`config.mk`:
```
export PLATFORM = sky130hd
export DESIGN_NAME = pc_fetch_stage
export DESIGN_NICKNAME = d
export VERILOG_FILES = /design/src/rtl/pipeline_pkg.sv /design/src/rtl/next_pc_select.sv /design/src/rtl/pc_fetch_stage.sv
export SDC_FILE = /design/constraint.sdc
export NUM_CORES = 1
export LEC_CHECK = 0
export ABC_CLOCK_PERIOD_IN_PS = 6300
export CELL_PAD_IN_SITES_DETAIL_PLACEMENT = 1
export CELL_PAD_IN_SITES_GLOBAL_PLACEMENT = 1
export CORE_MARGIN = 10
export CORE_UTILIZATION = 41
export CTS_CLUSTER_SIZE = 12
export DETAILED_ROUTE_END_ITERATION = 7
export DONT_BUFFER_PORTS = 1
export GPL_TIMING_DRIVEN = 0
export HOLD_SLACK_MARGIN = 0.06
export PLACE_DENSITY = 0.68
export SLEW_MARGIN = 25
export SYNTH_ARGS = -nofsm -noshare
export SYNTH_HDL_FRONTEND = slang
export SYNTH_SLANG_ARGS = --single-unit
```
`constraint.sdc`:
```
create_clock -name Clk -period 6.3 [get_ports Clk]
set_input_delay 0.63 -clock Clk [delete_from_list [all_inputs] [get_ports Clk]]
set_output_delay 0.63 -clock Clk [all_outputs]
set_load 0.01 [all_outputs]
```
`src/rtl/pipeline_pkg.sv`:
```
// Shared types and defaults for the pipeline front end: fetch FSM encoding,
// next-PC select codes and reset constants.
package pipeline_pkg;

  localparam logic [31:0] RESET_PC_DEF  = 32'h0000_0000;
  localparam logic [31:0] NOP_INSTR_DEF = 32'h0000_0000;  // sll $0,$0,0

  typedef enum logic {
    ST_BOOT,
    ST_RUN
  } fetch_state_e;

  typedef enum logic [2:0] {
    SEL_PC4,
    SEL_BR,
    SEL_J,
    SEL_JR,
    SEL_HOLD
  } npc_sel_e;

  function automatic logic is_redirect(input npc_sel_e sel);
    return (sel == SEL_BR) || (sel == SEL_J) || (sel == SEL_JR);
  endfunction

endpackage

```
`src/rtl/next_pc_select.sv`:
```
// Combinational next-PC priority mux: JR > J > branch > stall > PC+4, with
// word alignment of redirect targets and misalignment detection.
module next_pc_select
  import pipeline_pkg::*;
(
  input  logic [31:0] i_pc,
  input  logic [31:0] i_pc_plus4,
  input  logic        i_stall_pc,
  input  logic        i_branch_taken,
  input  logic [31:0] i_branch_target,
  input  logic        i_jump,
  input  logic [31:0] i_jump_target,
  input  logic        i_jump_reg,
  input  logic [31:0] i_jump_reg_target,
  output logic [31:0] o_next_pc,
  output npc_sel_e    o_sel,
  output logic        o_misaligned
);

  logic [31:0] w_raw_target;

  always_comb begin
    o_sel        = SEL_PC4;
    w_raw_target = i_branch_target;
    // Redirects beat Stall_PC: the redirecting instruction is older.
    if (i_jump_reg) begin
      o_sel        = SEL_JR;
      w_raw_target = i_jump_reg_target;
    end else if (i_jump) begin
      o_sel        = SEL_J;
      w_raw_target = i_jump_target;
    end else if (i_branch_taken) begin
      o_sel        = SEL_BR;
      w_raw_target = i_branch_target;
    end else if (i_stall_pc) begin
      o_sel        = SEL_HOLD;
    end
  end

  always_comb begin
    o_next_pc    = i_pc_plus4;
    o_misaligned = 1'b0;
    if (is_redirect(o_sel)) begin
      o_next_pc    = {w_raw_target[31:2], 2'b00};
      o_misaligned = |w_raw_target[1:0];
    end else if (o_sel == SEL_HOLD) begin
      o_next_pc    = i_pc;
    end
  end

endmodule

```
`src/rtl/pc_fetch_stage.sv`:
```
// MIPS instruction-fetch stage: PC register, IF/ID pipeline register,
// BOOT/RUN sequencing and saturating fetch/redirect counters.
module pc_fetch_stage
  import pipeline_pkg::*;
#(
  parameter logic [31:0] RESET_PC  = RESET_PC_DEF,
  parameter logic [31:0] NOP_INSTR = NOP_INSTR_DEF,
  parameter int          CNT_W     = 16
) (
  input  logic             Clk,
  input  logic             Rst,
  input  logic             Stall_PC,
  input  logic             Stall_IFID,
  input  logic             Flush_IFID,
  input  logic             BranchTaken,
  input  logic [31:0]      BranchTarget,
  input  logic             Jump,
  input  logic [31:0]      JumpTarget,
  input  logic             JumpReg,
  input  logic [31:0]      JumpRegTarget,
  input  logic [31:0]      Instruction_In,
  output logic [31:0]      PC_Out,
  output logic [31:0]      IFID_Instruction,
  output logic [31:0]      IFID_PCPlus4,
  output logic             IFID_Valid,
  output logic             Misaligned,
  output logic [CNT_W-1:0] FetchCount,
  output logic [CNT_W-1:0] RedirectCount
);

  fetch_state_e     r_state, w_state_nxt;
  logic             w_run;
  logic [31:0]      r_pc, w_pc_plus4, w_next_pc;
  npc_sel_e         w_sel;
  logic             w_misaligned, w_redirect;
  logic             w_ifid_load;
  logic [31:0]      r_ifid_instr, r_ifid_pcp4;
  logic             r_ifid_valid, r_misaligned;
  logic [CNT_W-1:0] r_fetch_cnt, r_redir_cnt;

  assign w_pc_plus4 = r_pc + 32'd4;

  next_pc_select u_npc (
    .i_pc              (r_pc),
    .i_pc_plus4        (w_pc_plus4),
    .i_stall_pc        (Stall_PC),
    .i_branch_taken    (BranchTaken),
    .i_branch_target   (BranchTarget),
    .i_jump            (Jump),
    .i_jump_target     (JumpTarget),
    .i_jump_reg        (JumpReg),
    .i_jump_reg_target (JumpRegTarget),
    .o_next_pc         (w_next_pc),
    .o_sel             (w_sel),
    .o_misaligned      (w_misaligned)
  );

  always_ff @(posedge Clk or negedge Rst) begin
    if (!Rst) r_state <= ST_BOOT;
    else      r_state <= w_state_nxt;
  end

  always_comb begin
    w_state_nxt = r_state;
    w_run       = 1'b0;
    case (r_state)
      ST_BOOT: w_state_nxt = ST_RUN;
      ST_RUN:  w_run       = 1'b1;
      default: w_state_nxt = ST_BOOT;
    endcase
  end

  assign w_redirect  = w_run && is_redirect(w_sel);
  assign w_ifid_load = w_run && !Flush_IFID && !Stall_IFID;

  always_ff @(posedge Clk or negedge Rst) begin
    if (!Rst) begin
      r_pc         <= RESET_PC;
      r_ifid_instr <= NOP_INSTR;
      r_ifid_pcp4  <= 32'h0;
      r_ifid_valid <= 1'b0;
      r_misaligned <= 1'b0;
    end else if (w_run) begin
      r_pc <= w_next_pc;
      if (w_redirect && w_misaligned) r_misaligned <= 1'b1;
      // Flush keeps PCPlus4 so a bubble still carries its origin.
      if (Flush_IFID) begin
        r_ifid_instr <= NOP_INSTR;
        r_ifid_valid <= 1'b0;
      end else if (!Stall_IFID) begin
        r_ifid_instr <= Instruction_In;
        r_ifid_pcp4  <= w_pc_plus4;
        r_ifid_valid <= 1'b1;
      end
    end
  end

  always_ff @(posedge Clk or negedge Rst) begin
    if (!Rst) begin
      r_fetch_cnt <= '0;
      r_redir_cnt <= '0;
    end else begin
      if (w_ifid_load && (r_fetch_cnt != {CNT_W{1'b1}}))
        r_fetch_cnt <= r_fetch_cnt + {{(CNT_W-1){1'b0}}, 1'b1};
      if (w_redirect && (r_redir_cnt != {CNT_W{1'b1}}))
        r_redir_cnt <= r_redir_cnt + {{(CNT_W-1){1'b0}}, 1'b1};
    end
  end

  assign PC_Out           = r_pc;
  assign IFID_Instruction = r_ifid_instr;
  assign IFID_PCPlus4     = r_ifid_pcp4;
  assign IFID_Valid       = r_ifid_valid;
  assign Misaligned       = r_misaligned;
  assign FetchCount       = r_fetch_cnt;
  assign RedirectCount    = r_redir_cnt;

endmodule

```
[After elaboration in Yosys (flattened, before gate mapping)]
Index checks and enable logic that the tools add are counted.
Cells by class
  div/mod/pow operators: 0
  $mul: 0
  shift-type cells: 0
  add/sub/neg operators: 3
  equal/unequal tests: 8
  reduce and logical (&&, ||, !) cells: 15
  magnitude comparators: 0
  bitwise gates (word level): 2
  muxes and demuxes: 14
Operators by type and width (count)
  2-to-1 mux 32 bit: 6
  adder 16 x 1 -> 16 bit (second input constant): 2
  adder 32 x 3 -> 32 bit (second input constant): 1
  inequality test 16 bit (second input constant): 2
  2-to-1 mux 3 bit: 4
  == test 3 x 2 -> 1 bit (second input constant): 2
  logical AND 1 bit: 6
  AND reduction 2 bit: 3
  2-to-1 mux 1 bit: 4
  == test 3 x 1 -> 1 bit (second input constant): 1
  == test 3 bit (second input constant): 1
  AND reduction 3 bit: 1
  logical NOT 1 bit: 2
  logical OR 1 bit: 2
  inequality test 2 x 1 -> 1 bit (second input constant): 1
  inequality test 2 bit (second input constant): 1
  inverter 1 bit: 2
  OR reduction 2 bit: 1
Storage, ports and cells
  bits in latches: 0
  logic and storage cells: 50
  input port bits: 136
  memory bits (read-only): 0
  flip-flop bits (word level): 131
  memories kept: 0
  output and inout port bits: 130
  bits in writable memories: 0

[Logic depth before layout (Yosys ltp)]
  depth after elaboration: 10
  depth in mapped cells: 8
  depth with buffers taken out: 5

[Hierarchy]
From an unflattened synthesis, not the netlist that was laid out.
Second synthesis, totals
  cells, all modules: 652
  area total of the unflattened synthesis: 7155.6 um^2
Modules (own cells, without submodules)
  pc_fetch_stage: times used 1, area each 5636.7 um^2, cells an instance 463, sequential area each 3278.1 um^2
  next_pc_select: times used 1, area each 1519.0 um^2, cells an instance 189, sequential area each 0.0 um^2

[Worst setup path after synthesis]
OpenSTA, ideal clock, no wires.
  kind: input port to flip-flop
  start: input BranchTaken
  end: register r_pc[23], in the netlist PC_Out[23]
  path buffers: 2
  data required time: 6161 ps
  setup time: 139 ps
  cell stages on the path: 6
  path slack: 4136 ps
  arrival: 2026 ps
  cells stage by stage: buf_2 or3_1 buf_2 o21ai_1 nor3_1 or4_1
On the way
  cells in the longest elaborated chain, start to end: 8
  elaborated cells on any way between the ends: 12
  those cells by class: 5 x eq/ne; 4 x mux; 3 x reduce/logical
RTL lines
  start: declaration: RTL line pc_fetch_stage.sv:15  | input logic BranchTaken,
  2-to-1 mux 3 bit (*): RTL line next_pc_select.sv:32  | end else if (i_branch_taken) begin
  2-to-1 mux 3 bit (*): RTL line next_pc_select.sv:29  | end else if (i_jump) begin
  2-to-1 mux 3 bit (*): RTL line next_pc_select.sv:26  | if (i_jump_reg) begin
  == test 3 x 1 -> 1 bit / == test 3 x 2 -> 1 bit (equally long branches): RTL line pipeline_pkg.sv:22  | return (sel == SEL_BR) || (sel == SEL_J) || (sel == SEL_JR);
  logical OR 1 bit (2 in a row): RTL line pipeline_pkg.sv:22
  inequality test 2 bit (no source line)
  AND reduction 2 bit (no source line)
  end signal: assignment: RTL line pc_fetch_stage.sv:84  | r_pc <= w_next_pc;
  end: declaration: RTL line pc_fetch_stage.sv:33  | logic [31:0] r_pc, w_pc_plus4, w_next_pc;
Mark *: on every way between the ends. The rest lies on a longest branch, timed or not.
A chain may end at the register's enable or synchronous reset.

[Worst setup path after layout]
  start: register r_pc[2], in the netlist PC_Out[2]
  end: register r_ifid_pcp4[20], in the netlist IFID_PCPlus4[20]
On the way
  cells in the longest elaborated chain, start to end: 1
RTL lines
  adder 32 x 3 -> 32 bit: RTL line pc_fetch_stage.sv:41  | assign w_pc_plus4 = r_pc + 32'd4;
  end signal: assignment: RTL line pc_fetch_stage.sv:92  | r_ifid_pcp4 <= w_pc_plus4;
  end: declaration: RTL line pc_fetch_stage.sv:37  | logic [31:0] r_ifid_instr, r_ifid_pcp4;
Every way passes these cells.

==> run_results.csv <==
group,metric,value,unit
clock_tree,clk_pin_slew,0.06,ns
worst_setup_path,worst-r2r-cell-count,6,
synthesis,ys.flop_type,"dfrtp_1",
global_route,met2_usage,38.96,%
clock_tree,clock-sinks,127,
power,powerDensity,323.9,mW/mm²
placed_design,pre_cts_slack,3.551,ns
clock_tree,cts_buffer_depth,2,
floorplan,pin_count,266,
worst_setup_path,setup.worst_path.end_class,"flip-flop",
worst_setup_path,path_class,"flip-flop to flip-flop",
synthesis,synthCells,737,
job,cap_violations,0,
worst_setup_path,cp_max_fo,10,
clock_tree,clock_latency,0.42,ns
synthesis,ys_seq_area_share,45.26,%
worst_setup_path,crit_path_start_kind,"flip-flop",
final_layout,postLayoutCoreUtil,47.51,%
final_layout,syn2layout_area_growth,13.01,%
placed_design,hpwl,21470,µm
global_route,grt.met3_usage,9.875,%
floorplan,rows,47,
sta,finalSetupTns,0,ns
synthesis,yosysUniqueCellTypes,68,
detailed_routing,vias_per_cell,6.444,
sta,hold_viol_final,0,
sta,finalCritPeriodShare,43.92,%
worst_setup_path,crit_slowest_cell,"or4_4",
sta,max_slew_margin,31.67,%
power,p_leak,0.003190,µW
detailed_routing,routedWlPerCell,28.22,µm
synthesis,synth_area_per_cell,9.527,µm²
sta,period_minus_slack,2.767,ns
synthesis,ys_ff_latch,127,
worst_setup_path,cp_data_arrival_time,3.07,ns
sta,drv_slew,0,
final_layout,drive_gt1_share,8.571,%
clock_tree,tritoncts,"built",
detailed_routing,num_vias,6380,
run_status,outcome,"finished clean",
sta,setup_viol_count_final,0,
synthesis,yosysWarnings,0,
global_route,grt_antenna_before_repair,1,
global_route,grt_overflow,0,
placed_design,io_buffers,0,
worst_setup_path,crit_path_cell_trace,"ha_1, nand3_1, or4_4, buf_6, o211a_1, a211o_1",
placed_design,place_congestion,0.8885,
detailed_routing,route.detailed.drc,0,
synthesis,syn-cell-area,0.007022,mm²
min_path,hold_path.class,"input pin to asynchronous set/reset pin",
floorplan,initial_utilization,42.04,%
power,ir_drop,180.9,µV
sta,rsz0062_at_grt,"no",
global_route,grt_pass1_wl,42460,µm
synthesis,synthArstFlopShare,100.0,%
clock_tree,root_buffer,"clkbuf_16",
global_route,grt_max_degree,128,
detailed_routing,wl,27940,µm
worst_setup_path,reg2reg_from,"PC_Out[2]",
floorplan,dieWidth,150.9,µm
global_route,use_met1,29.53,%
final_layout,nets,899,
clock_tree,htreeDepth,4,
worst_setup_path,crit_required,6.61,ns
detailed_routing,drt_iter0_drc,382,
global_route,busiest_layer,"met2",
clock_tree,postCtsSetupBuffers,0,
clock_tree,cts_made_buffers,17,
floorplan,coreArea,0.01670,mm²
worst_setup_path,rrSetupSlack,3.53,ns
global_route,grt_pass1_vias,6901,
worst_setup_path,r2r_end,"IFID_PCPlus4[20]",
detailed_routing,dr.pass1.iters,5,
final_layout,fillers,1894,
sta,fin_skew,0.009267,ns
floorplan,dieHeight,150.9,µm
detailed_routing,drtAntennaViolNets,0,
sta,fmax,361.4,MHz
sta,worst_pin_slew,1.016,ns
worst_setup_path,slowest_delay,0.68,ns
sta,worst_slack,3.533,ns
final_layout,diodes,0,
global_route,grtUsageTotal,24.20,%
synthesis,synth_edf_count,0,
floorplan,dieArea,0.02276,mm²
critical path: cells and delay by family, from the launching register on:
| kind | cells | cell delay, ns |
|---|---|---|
| buffers and inverters | 1 | 0.18 |
| and+or+nand+nor | 2 | 1.07 |
| adders and majority gates | 1 | 0.32 |
| DFF | 1 | 0.61 |
| AOI/OAI and AO/OA | 2 | 0.48 |
per-layer routing:
layer / up-vias / part of all wire (%)
met5: - / 0
met4: 0 / 1.5
met3: 32 / 10
met2: 283 / 47
met1: 3221 / 41
li1: 2844 / -
kinds of logic (layout without fill, tap and decap cells):
| group | Yosys count | after routing | share of synthesized area (%) |
|---|---|---|---|
| other cells | 2 | 5 | 0.1070 |
| mux | 7 | 7 | 1.034 |
| flops | 127 | 127 | 45.26 |
| buf+inv | 81 | 111 | 5.167 |
| fa+ha+maj | 3 | 3 | 0.5346 |
| simple gates | 271 | 271 | 21.29 |
| xor+xnor | 40 | 40 | 4.989 |
| compound gates | 206 | 206 | 21.61 |
worst max-delay path by stage:
stage,startpoint,to,slack (ns)
3_3_place_gp,PC_Out[2],IFID_PCPlus4[22],3.57
2_1_floorplan,BranchTaken,PC_Out[23],4.14
3_5_place_dp,Jump,PC_Out[25],3.55
5_1_grt,PC_Out[2],IFID_PCPlus4[20],3.46
4_1_cts,PC_Out[2],IFID_PCPlus4[20],3.60
6_report,PC_Out[2],IFID_PCPlus4[20],3.53
sequential cells by signal (all words and copies together), names as in the netlist:
name / flops
IFID_Instruction: 32
IFID_PCPlus4: 30
PC_Out: 30
FetchCount: 16
RedirectCount: 16
IFID_Valid: 1
Misaligned: 1
r_state: 1
placed cells by master (no fill, tap or decap), types with 7 or more instances in the layout:
| master | n |
|---|---|
| dfrtp_1 | 127 |
| nand2_1 | 64 |
| clkbuf_1 | 43 |
| a22o_1 | 40 |
| nor2_1 | 39 |
| o21ai_0 | 37 |
| nand4_1 | 31 |
| o211ai_1 | 27 |
| nand3_1 | 24 |
| xnor2_1 | 23 |
| a31oi_1 | 19 |
| nor4_1 | 17 |
| xor2_1 | 17 |
| nor3_1 | 17 |
| clkbuf_16 | 17 |
| inv_1 | 15 |
| buf_2 | 13 |
| a21oi_1 | 12 |
| or4_1 | 12 |
| or3_1 | 10 |
| a22oi_1 | 10 |
| and4_1 | 8 |
| and3_1 | 7 |
| o31ai_1 | 7 |
| nor2b_1 | 7 |
| a221o_1 | 7 |
| nand3b_1 | 7 |
| a221oi_1 | 7 |
layout make-up:
class                   count  area [µm²]  share of cell area [%]
repair buffers              1       27.53                  0.3469
clock inverters             9       136.4                   1.719
flip-flops and latches    127        3178                   40.05
multi-input cells         532        3498                   44.09
inverters                  15       56.30                  0.7096
plain buffers              66       306.5                   3.863
well taps                 220       275.3                   3.469
clock buffers              20       456.7                   5.755
per-stage QoR:
stage               hold slack, ns  power (µW)  std cells  cell area [µm²]
global placement            0.3386        1524        960             7308
detailed placement          0.3385        1549        960             7315
global route                0.2132        2700        990             7935
CTS                         0.2191        2588        990             7935
finish                      0.1902        2570        990             7935
floorplan                   0.3344        1380        740             7033
synthesized netlist by cell type (8+ instances only):
cell type	instances	area [µm²]
nand2_1	64	240.2
a31oi_1	19	118.9
nor3_1	17	85.08
a22oi_1	10	75.07
a22o_1	40	350.3
nor2_1	39	146.4
buf_2	13	65.06
clkbuf_1	42	157.7
or3_1	10	62.56
and4_1	8	70.07
nand3_1	24	120.1
xor2_1	17	148.9
a21oi_1	12	60.06
or4_1	12	90.09
nor4_1	18	112.6
o211ai_1	27	202.7
nand4_1	31	193.9
inv_1	15	56.30
o21ai_0	37	185.2
dfrtp_1	127	3178
xnor2_1	23	201.4
power breakdown:
part           internal, µW  switching [µW]
combinational           150             238
sequential              937             232
clock                   638             376
total                  1720             845
what timing repair did:
| item | in CTS | in global routing |
|---|---|---|
| hold endpoints to repair | 127 | 0 |
| hold buffers | 1 | 0 |
| gates resized for setup | 0 | 0 |
Power figures use the tool's default switching activity.
